**src/rtl/mips_cpu_lsu.sv**
```systemverilog
`default_nettype none
// ============================================================================
//  Module      : mips_cpu_lsu
//  Description : Fetch/data load-store unit bridging the multicycle MIPS core
//                to one Avalon-MM master port. Data requests have priority
//                over fetch. Byte-enable/lane replication for stores, load
//                merging for LB/LBU/LH/LHU/LW/LWL/LWR, alignment and bus
//                timeout error reporting.
//  Revision    : 1.0 - initial release
// ============================================================================
module mips_cpu_lsu #(
    parameter int unsigned TIMEOUT_CYCLES = 256,
    parameter bit          CHECK_ALIGN    = 1'b1
) (
    input  logic        clk,
    input  logic        reset,
    input  logic        if_req,
    input  logic [31:0] if_addr,
    output logic        if_ready,
    output logic        if_valid,
    output logic [31:0] if_data,
    input  logic        d_req,
    input  logic [3:0]  d_op,
    input  logic [31:0] d_addr,
    input  logic [31:0] d_wdata,
    input  logic [31:0] d_rt,
    output logic        d_ready,
    output logic        d_valid,
    output logic [31:0] d_rdata,
    output logic        err,
    output logic [1:0]  err_code,
    output logic        busy,
    output logic [31:0] address,
    output logic        read,
    output logic        write,
    input  logic        waitrequest,
    output logic [31:0] writedata,
    output logic [3:0]  byteenable,
    input  logic [31:0] readdata
);

    localparam logic [3:0]  OP_LB  = 4'd0;
    localparam logic [3:0]  OP_LBU = 4'd1;
    localparam logic [3:0]  OP_LH  = 4'd2;
    localparam logic [3:0]  OP_LHU = 4'd3;
    localparam logic [3:0]  OP_LW  = 4'd4;
    localparam logic [3:0]  OP_LWL = 4'd5;
    localparam logic [3:0]  OP_LWR = 4'd6;
    localparam logic [3:0]  OP_SB  = 4'd8;
    localparam logic [3:0]  OP_SH  = 4'd9;
    localparam logic [3:0]  OP_SW  = 4'd10;
    localparam logic [31:0] C_TO_LIM = 32'(TIMEOUT_CYCLES - 1);

    typedef enum logic [1:0] {
        S_IDLE = 2'd0,
        S_BUS  = 2'd1,
        S_DONE = 2'd2
    } state_t;

    state_t      r_state, w_state_next;
    logic        r_fetch;
    logic [3:0]  r_op;
    logic [29:0] r_waddr;
    logic [1:0]  r_b;
    logic [31:0] r_wdata, r_rt, r_cnt;
    logic        r_if_valid, r_d_valid, r_err;
    logic [1:0]  r_err_code;
    logic [31:0] r_if_data, r_d_rdata;

    // Request selection and decode in IDLE (fetch is carried as a word load)
    logic [3:0]  w_op;
    logic [31:0] w_addr;
    logic [1:0]  w_b, w_b_eff, w_code;
    logic        w_is_half, w_is_word, w_illegal, w_mis, w_err_idle, w_to;

    assign w_op       = d_req ? d_op : OP_LW;
    assign w_addr     = d_req ? d_addr : if_addr;
    assign w_b        = w_addr[1:0];
    assign w_is_half  = (w_op == OP_LH) || (w_op == OP_LHU) || (w_op == OP_SH);
    assign w_is_word  = (w_op == OP_LW) || (w_op == OP_SW);
    assign w_illegal  = d_req && ((d_op == 4'd7) || (d_op > OP_SW));
    assign w_mis      = (w_is_half && w_b[0]) || (w_is_word && (w_b != 2'b00));
    assign w_err_idle = w_illegal || (CHECK_ALIGN && w_mis);
    assign w_code     = w_illegal ? 2'd3 : 2'd1;
    // With alignment checking off, offsets are forced to the nearest legal lane
    assign w_b_eff    = (!CHECK_ALIGN && w_is_half) ? {w_b[1], 1'b0} :
                        (!CHECK_ALIGN && w_is_word) ? 2'b00 : w_b;
    assign w_to       = (TIMEOUT_CYCLES != 0) && waitrequest && (r_cnt == C_TO_LIM);

    // Lane enables and replicated store data for the registered access
    logic [3:0]  w_be;
    logic [31:0] w_wd;
    always_comb begin
        w_be = 4'b1111;
        w_wd = r_wdata;
        case (r_op)
            OP_LB, OP_LBU, OP_SB: w_be = 4'b0001 << r_b;
            OP_LH, OP_LHU, OP_SH: w_be = 4'b0011 << r_b;
            default:              w_be = 4'b1111;
        endcase
        case (r_op)
            OP_SB:   w_wd = {4{r_wdata[7:0]}};
            OP_SH:   w_wd = {2{r_wdata[15:0]}};
            default: w_wd = r_wdata;
        endcase
    end

    // Load result formed from readdata in the cycle it is accepted
    logic [4:0]  w_sh_r, w_sh_l;
    logic [7:0]  w_byte;
    logic [15:0] w_half;
    logic [31:0] w_load;
    always_comb begin
        w_sh_r = {r_b, 3'b000};
        w_sh_l = {2'd3 - r_b, 3'b000};
        w_byte = 8'(readdata >> w_sh_r);
        w_half = 16'(readdata >> w_sh_r);
        case (r_op)
            OP_LB:   w_load = {{24{w_byte[7]}}, w_byte};
            OP_LBU:  w_load = {24'd0, w_byte};
            OP_LH:   w_load = {{16{w_half[15]}}, w_half};
            OP_LHU:  w_load = {16'd0, w_half};
            OP_LWL:  w_load = (readdata << w_sh_l) | (r_rt & ((32'h1 << w_sh_l) - 32'h1));
            OP_LWR:  w_load = (readdata >> w_sh_r) | (r_rt & ~(32'hFFFF_FFFF >> w_sh_r));
            default: w_load = readdata;
        endcase
    end

    // State register
    always_ff @(posedge clk or negedge reset) begin
        if (!reset) r_state <= S_IDLE;
        else        r_state <= w_state_next;
    end

    // Next state and combinational request handshakes
    always_comb begin
        w_state_next = r_state;
        d_ready      = 1'b0;
        if_ready     = 1'b0;
        case (r_state)
            S_IDLE: begin
                d_ready  = d_req;
                if_ready = if_req && !d_req;
                if (d_req || if_req) w_state_next = w_err_idle ? S_DONE : S_BUS;
            end
            S_BUS:   if (!waitrequest || w_to) w_state_next = S_DONE;
            S_DONE:  w_state_next = S_IDLE;
            default: w_state_next = S_IDLE;
        endcase
    end

    // Request capture, wait counting and registered completion outputs
    always_ff @(posedge clk or negedge reset) begin
        if (!reset) begin
            r_fetch    <= 1'b0;
            r_op       <= 4'd0;
            r_waddr    <= 30'd0;
            r_b        <= 2'd0;
            r_wdata    <= 32'd0;
            r_rt       <= 32'd0;
            r_cnt      <= 32'd0;
            r_if_valid <= 1'b0;
            r_d_valid  <= 1'b0;
            r_err      <= 1'b0;
            r_err_code <= 2'd0;
            r_if_data  <= 32'd0;
            r_d_rdata  <= 32'd0;
        end else begin
            r_if_valid <= 1'b0;
            r_d_valid  <= 1'b0;
            r_err      <= 1'b0;
            r_err_code <= 2'd0;
            case (r_state)
                S_IDLE: if (d_req || if_req) begin
                    r_fetch <= !d_req;
                    r_op    <= w_op;
                    r_waddr <= w_addr[31:2];
                    r_b     <= w_b_eff;
                    r_wdata <= d_wdata;
                    r_rt    <= d_rt;
                    r_cnt   <= 32'd0;
                    if (w_err_idle) begin
                        r_err      <= 1'b1;
                        r_err_code <= w_code;
                        if (d_req) begin
                            r_d_valid <= 1'b1;
                            r_d_rdata <= 32'd0;
                        end else begin
                            r_if_valid <= 1'b1;
                            r_if_data  <= 32'd0;
                        end
                    end
                end
                S_BUS: begin
                    if (!waitrequest) begin
                        if (r_fetch) begin
                            r_if_valid <= 1'b1;
                            r_if_data  <= readdata;
                        end else begin
                            r_d_valid <= 1'b1;
                            r_d_rdata <= r_op[3] ? 32'd0 : w_load;
                        end
                    end else if (w_to) begin
                        r_err      <= 1'b1;
                        r_err_code <= 2'd2;
                        if (r_fetch) begin
                            r_if_valid <= 1'b1;
                            r_if_data  <= 32'd0;
                        end else begin
                            r_d_valid <= 1'b1;
                            r_d_rdata <= 32'd0;
                        end
                    end else begin
                        r_cnt <= r_cnt + 32'd1;
                    end
                end
                default: ;
            endcase
        end
    end

    assign if_valid   = r_if_valid;
    assign if_data    = r_if_data;
    assign d_valid    = r_d_valid;
    assign d_rdata    = r_d_rdata;
    assign err        = r_err;
    assign err_code   = r_err_code;
    assign busy       = (r_state != S_IDLE);
    assign read       = (r_state == S_BUS) && !r_op[3];
    assign write      = (r_state == S_BUS) && r_op[3];
    assign address    = (r_state == S_BUS) ? {r_waddr, 2'b00} : 32'd0;
    assign byteenable = (r_state == S_BUS) ? w_be : 4'd0;
    assign writedata  = (r_state == S_BUS) ? w_wd : 32'd0;

endmodule
`default_nettype wire

```
**config.mk**
```make
export PLATFORM = sky130hd
export DESIGN_NAME = mips_cpu_lsu
export DESIGN_NICKNAME = d
export VERILOG_FILES = /design/src/rtl/mips_cpu_lsu.sv
export SDC_FILE = /design/constraint.sdc
export NUM_CORES = 1
export LEC_CHECK = 0
export BUFFER_PORTS_ARGS = -buffer_cell sky130_fd_sc_hd__buf_2
export CAP_MARGIN = 20
export CORE_ASPECT_RATIO = 2
export CORE_UTILIZATION = 45
export DETAILED_ROUTE_END_ITERATION = 6
export PLACE_DENSITY_LB_ADDON = 0.3
export SYNTH_ARGS = -nofsm -noshare
export SYNTH_HDL_FRONTEND = slang
export SYNTH_SLANG_ARGS = --single-unit
```
**constraint.sdc**
```tcl
create_clock -name clk -period 2.6 [get_ports clk]
set_input_delay 0.13 -clock clk [delete_from_list [all_inputs] [get_ports clk]]
set_output_delay 0.13 -clock clk [all_outputs]
set_load 0.02 [all_outputs]
```
After elaboration in Yosys (flattened, before gate mapping)
Index checks and enable logic that the tools add are counted.
Storage, ports and cells
  flip-flop bits (word level): 204
  input bits: 169
  word-level logic and storage cells: 146
Operators by class
  add/sub/neg operators: 3
  order comparisons: 1
  equality and inequality tests: 27
  shift operators: 6
  mux-type cells: 60
  bitwise gates (word level): 5
  reduce and logical (&&, ||, !) cells: 30
Operators with widths (count)
  $mux 32: 21
  $pmux 32 s2: 4
  $pmux 32 s6: 1
  $and 32x32->32: 2
  $or 32x32->32: 2
  $add 32x1->32 const B: 1
  $eq 32x8->1 const B: 1
  $not 32->32: 1
  $shl 1x5->32 const A: 1
  $shl 32x5->32: 1
  $shr 32x5->32: 1
  $shr 32x5->32 const A: 1
  $sub 32x1->32 const B: 1
  $mux 1: 18
  $eq 4x2->1 const B: 4
  $eq 4x3->1 const B: 4
  $eq 4x4->1 const B: 4
  $mux 2: 8
  $ne 3x3->1 const B: 5
  $ne 2x2->1 const B: 7
  $reduce_and 7->1: 2
  $logic_or 1x1->1: 8
  $mux 4: 2
  $pmux 2 s2: 2
  16 further kinds: 30

Longest topological paths before layout
  depth in word-level cells: 10
  depth in mapped cells: 9
  depth with buffers taken out: 6

Worst setup path after synthesis
OpenSTA, ideal clock, no wires.
  kind: register -> register
  start point: register r_cnt[17]
  end point: register r_d_rdata[10] (netlist: d_rdata[10])
  library setup time: 0.125 ns
  arrival time: 1.898 ns
  data required time: 2.475 ns
  slack: 0.577 ns
  stages on the path, launching flop included: 7
  path buffers: 1
  cells stage by stage: dfrtp_1 nor4_2 nand4_2 o31ai_4 a22oi_2 buf_6 mux2_4
Between the ends
  cells in the longest elaborated chain, start to end: 4
RTL lines
  start: declaration: RTL line 65  | logic [31:0] r_wdata, r_rt, r_cnt;
  start signal: assignment: RTL line 214  | r_cnt <= r_cnt + 32'd1;
  $eq 32x8->1 (*): RTL line 88  | assign w_to = (TIMEOUT_CYCLES != 0) && waitrequest && (r_cnt == C_TO_LIM);
  $logic_and 1x1->1 (*): RTL line 88
  $ne 3x3->1 (no source line)
  $reduce_and 7->1 (no source line) (*)
  end signal: assignment: RTL line 201  | r_d_rdata <= r_op[3] ? 32'd0 : w_load;
  end: declaration: RTL line 68  | logic [31:0] r_if_data, r_d_rdata;
Every way passes the cells marked *; elsewhere a longest branch is shown, timed or not.
A chain may end at the register's enable or synchronous reset.

Final worst setup path
  start point: register r_op[1]
  end point: output writedata[28]
Between the ends
  cells in the longest elaborated chain, start to end: 3
RTL lines
  start: declaration: RTL line 62  | logic [3:0] r_op;
  start signal: assignment: RTL line 176  | r_op <= w_op;
  $eq 4x4->1: RTL line 101  | case (r_op)
  $pmux 32 s2 (*): RTL line 101
  $mux 32 (*): RTL line 233  | assign writedata = (r_state == S_BUS) ? w_wd : 32'd0;
  end: declaration: RTL line 37  | output logic [31:0] writedata,
Marked as above.

==> out/results.ini <==
[final_layout]
final_core_util_pct = 63.7
final_cell_mix = nand2_1 (368), buf_2 (307), dfrtp_1 (200)
n_antenna_cell = 0
syn2layout_area_growth_pct = 38.2
final_nets = 1908
final_common_cell = nand2_1
drive_above_1_share_pct = 24.4
fillers = 2005

[floorplan]
core_area_sq_um = 24600
start_util_pct = 46.1
io_pins = 311
die_width_microns = 114
rows = 81
die_area_sq_um = 25900
die-height_microns = 227

[sta]
hold_slack_ps = 90.5
hold_viol = 0
rsz0062_at_grt = no
fin_skew_ps = 21.3
period_share_pct = 95.9
clock.fmax_mhz = 401
fin_tns_setup_ps = 0
fin_crit_ps = 2490
worst_pin_slew_ps = 889
setup_viol = 0
maxSlewViolCount = 0
relSlewSlack_pct = 40.7

[global_route]
grtUsageTotal_pct = 31.8
antenna_found_initial = 0
grt_start_max_net_pins = 93
grt_pass1_wl_mm = 62.7
grt_overflow_total = 0
grt_pass1_vias = 11800

[critical_path]
arrival_ps = 2360
critPathKind = register to primary output
crit_fanout = 19
cp.required_ps = 2470
setup.worst_path.start_class = register
endpoint_kind = primary output

[synth]
synth_area_sq_um = 11300
ys_types = 72
yosysTopAreaCellShare_pct = 45.0
postSynthAreaPerCell_sq_um = 8.75
synthArstFlopShare_pct = 100
synthCells = 1296
yosysSeqAreaShare_pct = 45.0
synth_ff_type = dfrtp_1
yosys.area.top_type = dfrtp_1
synth-seq-cells = 204
synth_edf_count = 0
synth.area.top_cells = dfrtp_1 (45%), nand2_1 (12%), mux2i_1 (9.2%), o21ai_0 (3.2%), a21oi_1 (2.5%)
yosys_warnings = 0

[power_and_ir_drop]
vdd_drop_max_uv = 654
p_per_area_nw_per_um2 = 960
power_leakage_nw = 7.88

[detailed_routing]
viasPerCell = 5.39
routedWlPerCell_microns = 19.5
num_vias = 11200
routed_wl_mm = 40.7
drc = 0
drt_iter0_drc = 630
firstDrtPassIters = 5
antenna_left = 0

[clock_tree]
cts_setup_buffers = 0
cts_num_sinks = 204
cts_max_path_buffers = 3
insertion_delay_ps = 530
cts_max_level = 1
cts_inserted_buffers = 21
cts_tree = yes
cts_root_buf = clkbuf_16
clk_pin_slew_ps = 70

[place]
detailed_place_hpwl_mm = 27.4
io_buffers = 308
gp_congestion = 0.938

[worst_hold_path]
holdCritPathClass = input port to register

[outcome]
status = finished clean

[flow_run]
cap_violations = 0

[timing repair]
action	in CTS	in global routing
gates resized for setup	3	3
hold buffers	166	0
pin swaps	0	0
hold endpoints to repair	199	0
setup endpoints to repair	5	10
cloned	0	0
[critical path: stages (launching register included)]
cell and delay, ps:
dfrtp_2 520, nor2_1 190, and2_2 250, buf_4 260
nor2_1 80, a211oi_1 300, buf_2 230
[Yosys cell counts, types with 8 or more instances]
library cell and instances:
a31oi_1 17, a2111oi_0 8, nand2_1 368, o221ai_1 8, clkbuf_1 53, mux2i_1 104, o21ai_0 72, a211oi_1 8
nand2b_1 10, mux2_1 19, nor2b_1 10, nand4_1 10, nand3_1 10, buf_2 19, mux2_4 10, nor2_1 64
a21oi_1 57, inv_1 38, and2_1 43, dfrtp_1 204, buf_1 14, xnor2_1 20, a22oi_1 9, nor4_1 13
nor3_1 17, a211o_1 8
[path summary, 6_finish.rpt]
check                            start  slack (ps)  cells past startpoint       endpoint
max reg2reg                     r_b[0]         200                      6    d_rdata[17]
max                            r_op[1]         110                      6  writedata[28]
min reg2reg                 r_waddr[7]         470                      2     r_waddr[7]
min                        waitrequest          90                      4     r_state[1]
max in group asynchronous        reset        1680                      3    if_data[11]
min in group asynchronous        reset         190                      2     r_waddr[9]
[where the power goes]
group,leakage [nW],internal [mW],switching (mW),total [mW]
sequential,2.65,4.24,0.956,5.19
combinational,4.89,2.46,4.26,6.72
clock,0.334,1.76,1.38,3.14
total,7.88,8.46,6.59,15.0
[sequential cells by signal, indices dropped and copies added (netlist names)]
name and cells:
if_data 32, err_code 2, if_valid 1, r_b 2, r_wdata 32, r_rt 32, r_waddr 30, r_cnt 32
r_state 2, d_rdata 32, err 1, r_fetch 1, r_op 4, d_valid 1
[final cells by class]
class,instances,area [sq um],share of cell area [%]
inverters,38,143,0.910
clock buffers,24,557,3.55
well taps,332,415,2.65
multi-input cells,963,5750,36.7
repair buffers,510,3560,22.7
clock inverters,14,148,0.942
flip-flops and latches,204,5110,32.6
[metal layers]
layer	vias to the layer above	track usage (%)	wire, microns
li1	5263	-	-
met2	480	58.7	21600
met3	160	4.01	1890
met5	-	0	0
met4	0	23.5	3160
met1	5336	32.3	14100
[cells by family (layout without fill, tap and decap cells)]
logic type / after synthesis / count (layout) / share of synthesized area (%)
AOI/OAI and AO/OA: 213 / 213 / 11.7
xor gates and xnor gates: 24 / 24 / 1.85
adders and majority gates: 2 / 2 / 0.199
buffers and inverters: 130 / 586 / 4.79
DFF: 204 / 204 / 45.0
muxes: 137 / 137 / 12.8
other: 1 / 2 / 0.0331
and+or+nand+nor: 585 / 585 / 23.6
[stage by stage]
step	worst slack (ps)	instances	cell area [sq um]	total power, mW
6_report	107	2085	15700	15.0
4_1_cts	59.0	2085	15700	15.0
3_5_place_dp	184	1881	13300	11.6
2_1_floorplan	577	1297	11300	9.29
3_3_place_gp	261	1881	13300	11.5
5_1_grt	7.20	2085	15700	15.9
No activity file was read; power rests on OpenSTA's default activity.
